### src/rtl/branch_resolve_unit_pkg.sv
// Shared definitions for the branch resolve unit: control-transfer opcode
// encoding, FSM state encoding, PC arithmetic constants and small decode
// helpers used by both the top level and the condition evaluator.
package branch_resolve_unit_pkg;

  typedef enum logic [3:0] {
    OP_NONE = 4'd0,
    OP_BEQ  = 4'd1,
    OP_BNE  = 4'd2,
    OP_BLEZ = 4'd3,
    OP_BGTZ = 4'd4,
    OP_BLTZ = 4'd5,
    OP_BGEZ = 4'd6,
    OP_J    = 4'd7,
    OP_JAL  = 4'd8,
    OP_JR   = 4'd9,
    OP_JALR = 4'd10
  } br_op_e;

  typedef enum logic [1:0] {
    ST_IDLE = 2'd0,
    ST_WAIT = 2'd1,
    ST_SLOT = 2'd2
  } state_e;

  localparam logic [31:0] PC_INCR     = 32'd4;
  localparam logic [31:0] LINK_OFFSET = 32'd8;

  function automatic logic needs_rs(br_op_e op);
    return op inside {OP_BEQ, OP_BNE, OP_BLEZ, OP_BGTZ, OP_BLTZ, OP_BGEZ,
                      OP_JR, OP_JALR};
  endfunction

  function automatic logic needs_rt(br_op_e op);
    return op inside {OP_BEQ, OP_BNE};
  endfunction

  function automatic logic is_jump(br_op_e op);
    return op inside {OP_J, OP_JAL, OP_JR, OP_JALR};
  endfunction

  function automatic logic is_link(br_op_e op);
    return op inside {OP_JAL, OP_JALR};
  endfunction

endpackage

### src/rtl/branch_resolve_unit_cond_eval.sv
// Combinational branch-condition evaluator.
// Ports:
//   br_op  - control-transfer code (br_op_e encoding)
//   rs_val - first operand, two's complement
//   rt_val - second operand, two's complement
//   taken  - 1 when a B-type condition holds; always 0 for jumps and NONE
module branch_cond_eval
  import branch_resolve_unit_pkg::*;
(
  input  logic [3:0]  br_op,
  input  logic [31:0] rs_val,
  input  logic [31:0] rt_val,
  output logic        taken
);

  always_comb begin
    // NOTE: every always_comb output gets a default first so no path can
    // leave it unassigned and infer a latch.
    taken = 1'b0;
    case (br_op_e'(br_op))
      OP_BEQ:  taken = (rs_val == rt_val);
      OP_BNE:  taken = (rs_val != rt_val);
      OP_BLEZ: taken = ($signed(rs_val) <= 0);
      OP_BGTZ: taken = ($signed(rs_val) >  0);
      OP_BLTZ: taken = ($signed(rs_val) <  0);
      OP_BGEZ: taken = ($signed(rs_val) >= 0);
      default: taken = 1'b0;
    endcase
  end

endmodule

### src/rtl/branch_resolve_unit.sv
// Branch resolve unit: resolves ID-stage control transfers, stalls the PC
// while a needed operand is pending, and presents the resolved branch/jump
// for exactly one delay-slot cycle.
// Ports:
//   clk, reset           - clock; synchronous active-low reset
//   id_valid, id_pc      - ID-stage instruction valid and its PC
//   br_op                - control-transfer code
//   rs_val/rt_val        - operand values; rs_ready/rt_ready operand valid
//   imm16, jindex        - branch offset and jump index
//   branch, jump         - registered PC-source selects (SLOT cycle only)
//   ta, jump_target      - registered branch and jump targets
//   pc_le, npc_le        - combinational PC/NPC load enables (0 = stall)
//   link_we, link_addr   - return-address write for JAL/JALR
//   slot_err             - control transfer seen in the delay slot
//   stall_cycles         - saturating count of cycles spent in WAIT
module branch_resolve_unit
  import branch_resolve_unit_pkg::*;
#(
  parameter bit RESET_PC_LE = 1'b1
) (
  input  logic        clk,
  input  logic        reset,
  input  logic        id_valid,
  input  logic [31:0] id_pc,
  input  logic [3:0]  br_op,
  input  logic [31:0] rs_val,
  input  logic [31:0] rt_val,
  input  logic        rs_ready,
  input  logic        rt_ready,
  input  logic [15:0] imm16,
  input  logic [25:0] jindex,
  output logic        branch,
  output logic        jump,
  output logic [31:0] ta,
  output logic [31:0] jump_target,
  output logic        pc_le,
  output logic        npc_le,
  output logic        link_we,
  output logic [31:0] link_addr,
  output logic        slot_err,
  output logic [15:0] stall_cycles
);

  state_e      state_q, state_d;
  logic        branch_q, jump_q, link_we_q, slot_err_q;
  logic [31:0] ta_q, jump_target_q, link_addr_q;
  logic [15:0] stall_q;

  br_op_e      op;
  logic        cti;
  logic        ops_ready;
  logic        stall_hold;
  logic        load;
  logic        taken;
  logic [31:0] pc_plus4;
  logic [31:0] ta_calc;
  logic [31:0] jt_calc;

  // id_valid=0 is indistinguishable from NONE everywhere below.
  assign op        = br_op_e'(br_op);
  assign cti       = id_valid && (op != OP_NONE);
  assign ops_ready = (!needs_rs(op) || rs_ready) && (!needs_rt(op) || rt_ready);

  branch_cond_eval u_cond (
    .br_op  (br_op),
    .rs_val (rs_val),
    .rt_val (rt_val),
    .taken  (taken)
  );

  assign pc_plus4 = id_pc + PC_INCR;
  assign ta_calc  = pc_plus4 + {{14{imm16[15]}}, imm16, 2'b00};

  always_comb begin
    jt_calc = '0;
    case (op)
      OP_J, OP_JAL:   jt_calc = {pc_plus4[31:28], jindex, 2'b00};
      OP_JR, OP_JALR: jt_calc = rs_val;
      default:        jt_calc = '0;
    endcase
  end

  // Next state and stall decision. A CTI arriving during SLOT is never
  // considered here: it only raises slot_err.
  always_comb begin
    state_d    = state_q;
    stall_hold = 1'b0;
    case (state_q)
      ST_IDLE: begin
        if (cti) begin
          state_d    = ops_ready ? ST_SLOT : ST_WAIT;
          stall_hold = !ops_ready;
        end
      end
      ST_WAIT: begin
        if (!cti) begin
          state_d = ST_IDLE;          // transfer withdrawn upstream
        end else if (!ops_ready) begin
          stall_hold = 1'b1;
        end else begin
          state_d = ST_SLOT;
        end
      end
      ST_SLOT: state_d = ST_IDLE;
      default: state_d = ST_IDLE;
    endcase
  end

  assign load   = (state_d == ST_SLOT) && (state_q != ST_SLOT);
  assign pc_le  = reset ? !stall_hold : RESET_PC_LE;
  assign npc_le = pc_le;

  // NOTE: sequential state uses non-blocking assignments only, so every
  // register samples pre-edge values regardless of statement order.
  always_ff @(posedge clk) begin
    if (!reset) begin
      state_q       <= ST_IDLE;
      branch_q      <= 1'b0;
      jump_q        <= 1'b0;
      ta_q          <= '0;
      jump_target_q <= '0;
      link_we_q     <= 1'b0;
      link_addr_q   <= '0;
      slot_err_q    <= 1'b0;
      stall_q       <= '0;
    end else begin
      state_q       <= state_d;
      // Resolved outputs live for the SLOT cycle only; otherwise cleared.
      branch_q      <= load && !is_jump(op) && taken;
      jump_q        <= load && is_jump(op);
      ta_q          <= load ? ta_calc : '0;
      jump_target_q <= load ? jt_calc : '0;
      link_we_q     <= load && is_link(op);
      link_addr_q   <= (load && is_link(op)) ? (id_pc + LINK_OFFSET) : '0;
      slot_err_q    <= (state_q == ST_SLOT) && cti;
      if ((state_q == ST_WAIT) && (stall_q != 16'hFFFF)) begin
        stall_q <= stall_q + 16'd1;
      end
    end
  end

  assign branch       = branch_q;
  assign jump         = jump_q;
  assign ta           = ta_q;
  assign jump_target  = jump_target_q;
  assign link_we      = link_we_q;
  assign link_addr    = link_addr_q;
  assign slot_err     = slot_err_q;
  assign stall_cycles = stall_q;

endmodule

### config.mk
export PLATFORM = sky130hd
export DESIGN_NAME = branch_resolve_unit
export DESIGN_NICKNAME = d
export VERILOG_FILES = /design/src/rtl/branch_resolve_unit_pkg.sv /design/src/rtl/branch_resolve_unit_cond_eval.sv /design/src/rtl/branch_resolve_unit.sv
export SDC_FILE = /design/constraint.sdc
export NUM_CORES = 1
export LEC_CHECK = 0
export ABC_AREA = 1
export CAP_MARGIN = 20
export CORE_AREA = 2 2 131 133
export CTS_BUF_LIST = sky130_fd_sc_hd__clkbuf_8
export CTS_CLUSTER_DIAMETER = 80
export DETAILED_ROUTE_END_ITERATION = 16
export DIE_AREA = 0 0 133 135
export MAX_ROUTING_LAYER = met4
export PLACE_DENSITY = 0.82
export SLEW_MARGIN = 20
export SYNTH_ARGS = -nofsm -noshare
export SYNTH_HDL_FRONTEND = slang
export SYNTH_SLANG_ARGS = --single-unit
### constraint.sdc
create_clock -name clk -period 3.5 [get_ports clk]
set_input_delay 0.7 -clock clk [delete_from_list [all_inputs] [get_ports clk]]
set_output_delay 0.7 -clock clk [all_outputs]
set_load 0.005 [all_outputs]
* Word level (Yosys, flattened, before mapping)
Index checks and enable logic that the tools add are counted.
Operators by class: add/subtract/negate cells 4, order comparisons 4, equal/unequal tests 17, muxes and demuxes 12, reduce and logical (&&, ||, !) cells 26
Operators by type and width (count):
- one-hot mux 32 bit (2 select lines) | 1
- adder 32 x 3 -> 32 bit (second input constant) | 1
- adder 32 bit | 1
- adder 32 x 4 -> 32 bit (second input constant) | 1
- equality test 32 bit | 1
- >= comparator 32 x 1 -> 1 bit (second input constant) | 1
- > comparator 32 x 1 -> 1 bit (second input constant) | 1
- less-or-equal comparator 32 x 1 -> 1 bit (second input constant) | 1
- < comparator 32 x 1 -> 1 bit (second input constant) | 1
- != test 32 bit | 1
- adder 16 x 1 -> 16 bit (second input constant) | 1
- equality test 4 x 3 -> 1 bit (second input constant) | 4
- != test 16 bit (second input constant) | 1
- equality test 4 bit (second input constant) | 3
- logical AND 1 bit | 9
- equality test 4 x 2 -> 1 bit (second input constant) | 2
- 2-to-1 mux 2 bit | 4
- nonzero test 4 bit | 2
- nonzero test 8 bit | 1
- one-hot mux 1 bit (6 select lines) | 1
- zero test 1 bit | 5
- equality test 2 bit (second input constant) | 2
- equality test 4 x 1 -> 1 bit (second input constant) | 1
- 2-to-1 mux 1 bit | 4
- other kinds (9) | 13
Word-level totals: register bits 118, input port bits 147, output and inout port bits 118, word-level logic and storage cells 72

* Logic depth before layout (Yosys ltp)
Gate-level depths: netlist (run 1).
word-level depth 12, mapped depth 21, depth with buffers taken out 21

* By module
A second synthesis (run 1) with hierarchy kept.
Second synthesis, totals: cell total of the unflattened synthesis 1218, area total of the unflattened synthesis 7719.9 µm²
Modules (own cells, without submodules):
- branch_resolve_unit | times used 1, cells an instance 1072, area an instance 7003.0 µm², sequential area each 2362.3 µm²
- branch_cond_eval | times used 1, cells an instance 146, area an instance 716.9 µm², sequential area each 0.0 µm²

* Worst setup path before layout (run 1)
Ideal clock, no wire load.
path type in2reg, start point input id_pc[2], end point register ta_q[27] (netlist: ta[27]), setup time 0.115 ns, data arrival time 2.879 ns, data required time 3.385 ns, slack 0.506 ns, stages 15, path buffers 0, cell sequence ha_1 inv_1 nor2_1 nand4_1 nor3_1 nand2_1 xor2_1 inv_1 ha_1 nand2_1 nor4_1 nand2_1 and2_0 a21oi_1 nor2_1
On the way: longest elaborated chain between the ends 2
Ends and longest elaborated chain:
- start: declaration | line branch_resolve_unit.sv:24 | input logic [31:0] id_pc,
- adder 32 x 3 -> 32 bit | line branch_resolve_unit.sv:71 | assign pc_plus4 = id_pc + PC_INCR;
- adder 32 bit | line branch_resolve_unit.sv:72 | assign ta_calc = pc_plus4 + {{14{imm16[15]}}, imm16, 2'b00};
- end signal: assignment | line branch_resolve_unit.sv:131 | ta_q <= load ? ta_calc : '0;
- end: declaration | line branch_resolve_unit.sv:46 | logic [31:0] ta_q, jump_target_q, link_addr_q;
Every way passes these cells. A chain may end at the register's enable or synchronous reset.

* Worst setup path after layout (run 1)
start point input id_pc[10], end point register ta_q[20] (netlist: ta[20])
Same word-level chain as after synthesis.

==> results of run 1 <==
[path summary, 6_finish.rpt]
path | startpoint | endpoint | slack [ns] | cells past startpoint
setup / recovery | id_pc[10] | ta[20] | 0.16 | 19
hold / removal | state_q[0] | slot_err | 0.45 | 1
setup reg to reg | stall_cycles[0] | stall_cycles[5] | 1.31 | 8
hold reg to reg | state_q[0] | slot_err | 0.45 | 1
[worst max-delay path: stages]
cell and delay (ns):
clkdlybuf4s50_1 0.49, nand2_1 0.11, buf_4 0.15, nor2_1 0.20
buf_4 0.16, nand2_1 0.06, nor2_1 0.12, xor2_1 0.23
ha_1 0.29, buf_4 0.15, a21oi_1 0.22, o21ai_0 0.19
inv_1 0.13, nand2_1 0.06, nand2_1 0.08, nand4_1 0.13
nand2_1 0.10, nand2_1 0.05, nor2_1 0.10
[state kept, by name, indices dropped and copies added (netlist names)]
signal / count
link_we: 1
link_addr: 32
branch: 1
stall_cycles: 16
state_q: 2
ta: 32
jump_target: 32
jump: 1
slot_err: 1
[repair_timing]
action / CTS / global route
hold endpoints to repair: 0 / 0
setup buffers: 0 / 2
resized for setup: 0 / 38
hold buffers: 0 / 0
endpoints found under the setup margin: 0 / 18
[where the power goes]
| group | internal [mW] | switching [mW] | leakage, nW |
|---|---|---|---|
| registers | 1.38 | 0.0111 | 0.955 |
| clock network | 0.716 | 0.620 | 0.203 |
| logic | 0.538 | 0.551 | 4.26 |
| total | 2.63 | 1.18 | 5.42 |
[synth_stat cells (2+ instances only)]
master / count
nand2_1: 374
nor2_1: 183
inv_1: 143
dfxtp_1: 118
a21oi_1: 84
nand3_1: 50
ha_1: 39
o21ai_0: 37
xor2_1: 37
xnor2_1: 31
nor3_1: 20
nand4_1: 15
clkbuf_1: 9
buf_6: 7
nor2_2: 5
nor4_1: 5
o21bai_1: 5
a21oi_2: 4
and2_1: 4
nand3b_1: 3
nor3_2: 3
nor3b_1: 3
a31oi_1: 2
buf_2: 2
buf_4: 2
clkinv_1: 2
o21ai_1: 2
or2_2: 2
[final cells by class]
cell class / count / area share
tap: 220 / 0.0227
clock inverter: 14 / 0.0132
sequential: 118 / 0.195
inverter: 146 / 0.0454
timing repair buffer: 413 / 0.311
clock buffer: 18 / 0.0204
multi-input combinational: 919 / 0.392
[metal layers]
layer	up-vias	wire, microns	track usage
met2	377	13300	0.512
li1	4607	-	-
met5	-	0	-
met3	67	1920	0.0477
met1	4208	12100	0.409
met4	0	758	0.106
[through the flow]
step	TNS [ns]	setup WS [ns]	std cells	utilization
final	0	0.156	1848	0.739
after global routing	-0.119	-0.0437	1848	0.739
after CTS	0	0.0811	1846	0.729
after detailed placement	-4.91	-0.338	1814	0.704
after global placement	-3.34	-0.273	1814	0.704
after floorplan	0	0.506	1203	-
[logic make-up after synthesis]
| group | Yosys count | synth area share |
|---|---|---|
| flip-flops | 118 | 0.308 |
| AND/OR/NAND/NOR | 674 | 0.363 |
| adder cells (fa/ha/maj) | 40 | 0.0663 |
| AO/OA/AOI/OAI | 137 | 0.0950 |
| buffers and inverters | 166 | 0.0898 |
| XOR/XNOR | 68 | 0.0777 |
==> results_dict.tcl, run 1 <==
set metrics [dict create \
    outcome "finished clean" \
    syn_to_final_growth_pct 58.2 \
    ios 265 \
    synth_cells 1203 \
    finalSetupViolCount 0 \
    overflow 0 \
    antenna_found_initial 0 \
    root_buffer "clkbuf_8" \
    num_rows 47 \
    start_util 0.467 \
    grt_usage 0.317 \
    p_leak_nw 5.42 \
    drt_iter0_drc 660 \
    mostFrequentLayoutCell "nand2_1" \
    port_buffers 264 \
    finalHoldViolations 0 \
    yosysSeqAreaShare 0.308 \
    fmax_mhz 299 \
    finalCriticalPeriod_ns 3.34 \
    synth_flop_cell "dfxtp_1" \
    hold_path_class "reg2reg" \
    drive_gt1_frac 0.141 \
    start_kind "primary input" \
    cp_max_fo 3 \
    synth_warnings 0 \
    maxCapViolations 0 \
    netlist_area_sq_um 7660 \
    finalClockSkew_ns 0.0120 \
    grt_max_degree 39 \
    seq_area_sq_um 2360 \
    synth_seq_cells 118 \
    slew_headroom 0.505 \
    wl_per_cell_microns 15.2 \
    drv_slew 0 \
    clk_pin_slew_ns 0.08 \
    avgSynthCellArea_sq_um 6.37 \
    die_x_microns 133 \
    syn_nets 1390 \
    ant_nets 0 \
    synth_top_area_cell "dfxtp_1" \
    arrival_ns 3.73 \
    multi_input_area_sq_um 4760 \
    grt_first_pass_wirelength_microns 43900 \
    nNetsFinal 1802 \
    worst_pin_slew_ns 0.739 \
    synth_edf_count 0 \
    firstDrtPassIters 6 \
    clockBufferDepth 2 \
    htreeDepth 4 \
    cts_buffers 17 \
    ir_drop_uv 213 \
    die_area_sq_um 18000 \
    routed_via_density 5.01 \
    totalPowerFinal_mw 3.81 \
    final_cell_area_sq_um 12100 \
    p_per_area_nw_per_um2 314 \
    fin_crit_sh 0.955 \
    grt_pass1_vias 8798 \
    cp.required_ns 3.88 \
    final.fill_count 1338 \
    synth_area_leaders "dfxtp_1, nand2_1, nor2_1" \
    gp_congestion 0.982 \
    drc 0 \
    clk_latency_ns 0.45 \
    tritoncts "built" \
    dieHeight_microns 135 \
    synth_top_area_share 0.308 \
    place_area_sq_um 11600 \
    end_kind "flip-flop" \
    place_hpwl_microns 22300 \
    crit_type "in2reg" \
    via_count 9259 \
    antennaDiodeCount 0 \
    layout_common_cells "nand2_1, clkdlybuf4s50_1, nor2_1, buf_4, inv_1" \
    cts_num_sinks 118 \
    routed_wl_microns 28100 \
    async_reset_ff_frac 0 \
    whs_ns 0.448 \
    yosysUniqueCellTypes 40 \
    core_area_sq_um 16400 \
]
Power figures use the tool's default switching activity.
==> run 2: changes to the inputs <==
SLEW_MARGIN = 15   (was 20)
==> results of run 2 <==
Same layout as run 1: the final DEF is identical, and so are final timing and power.
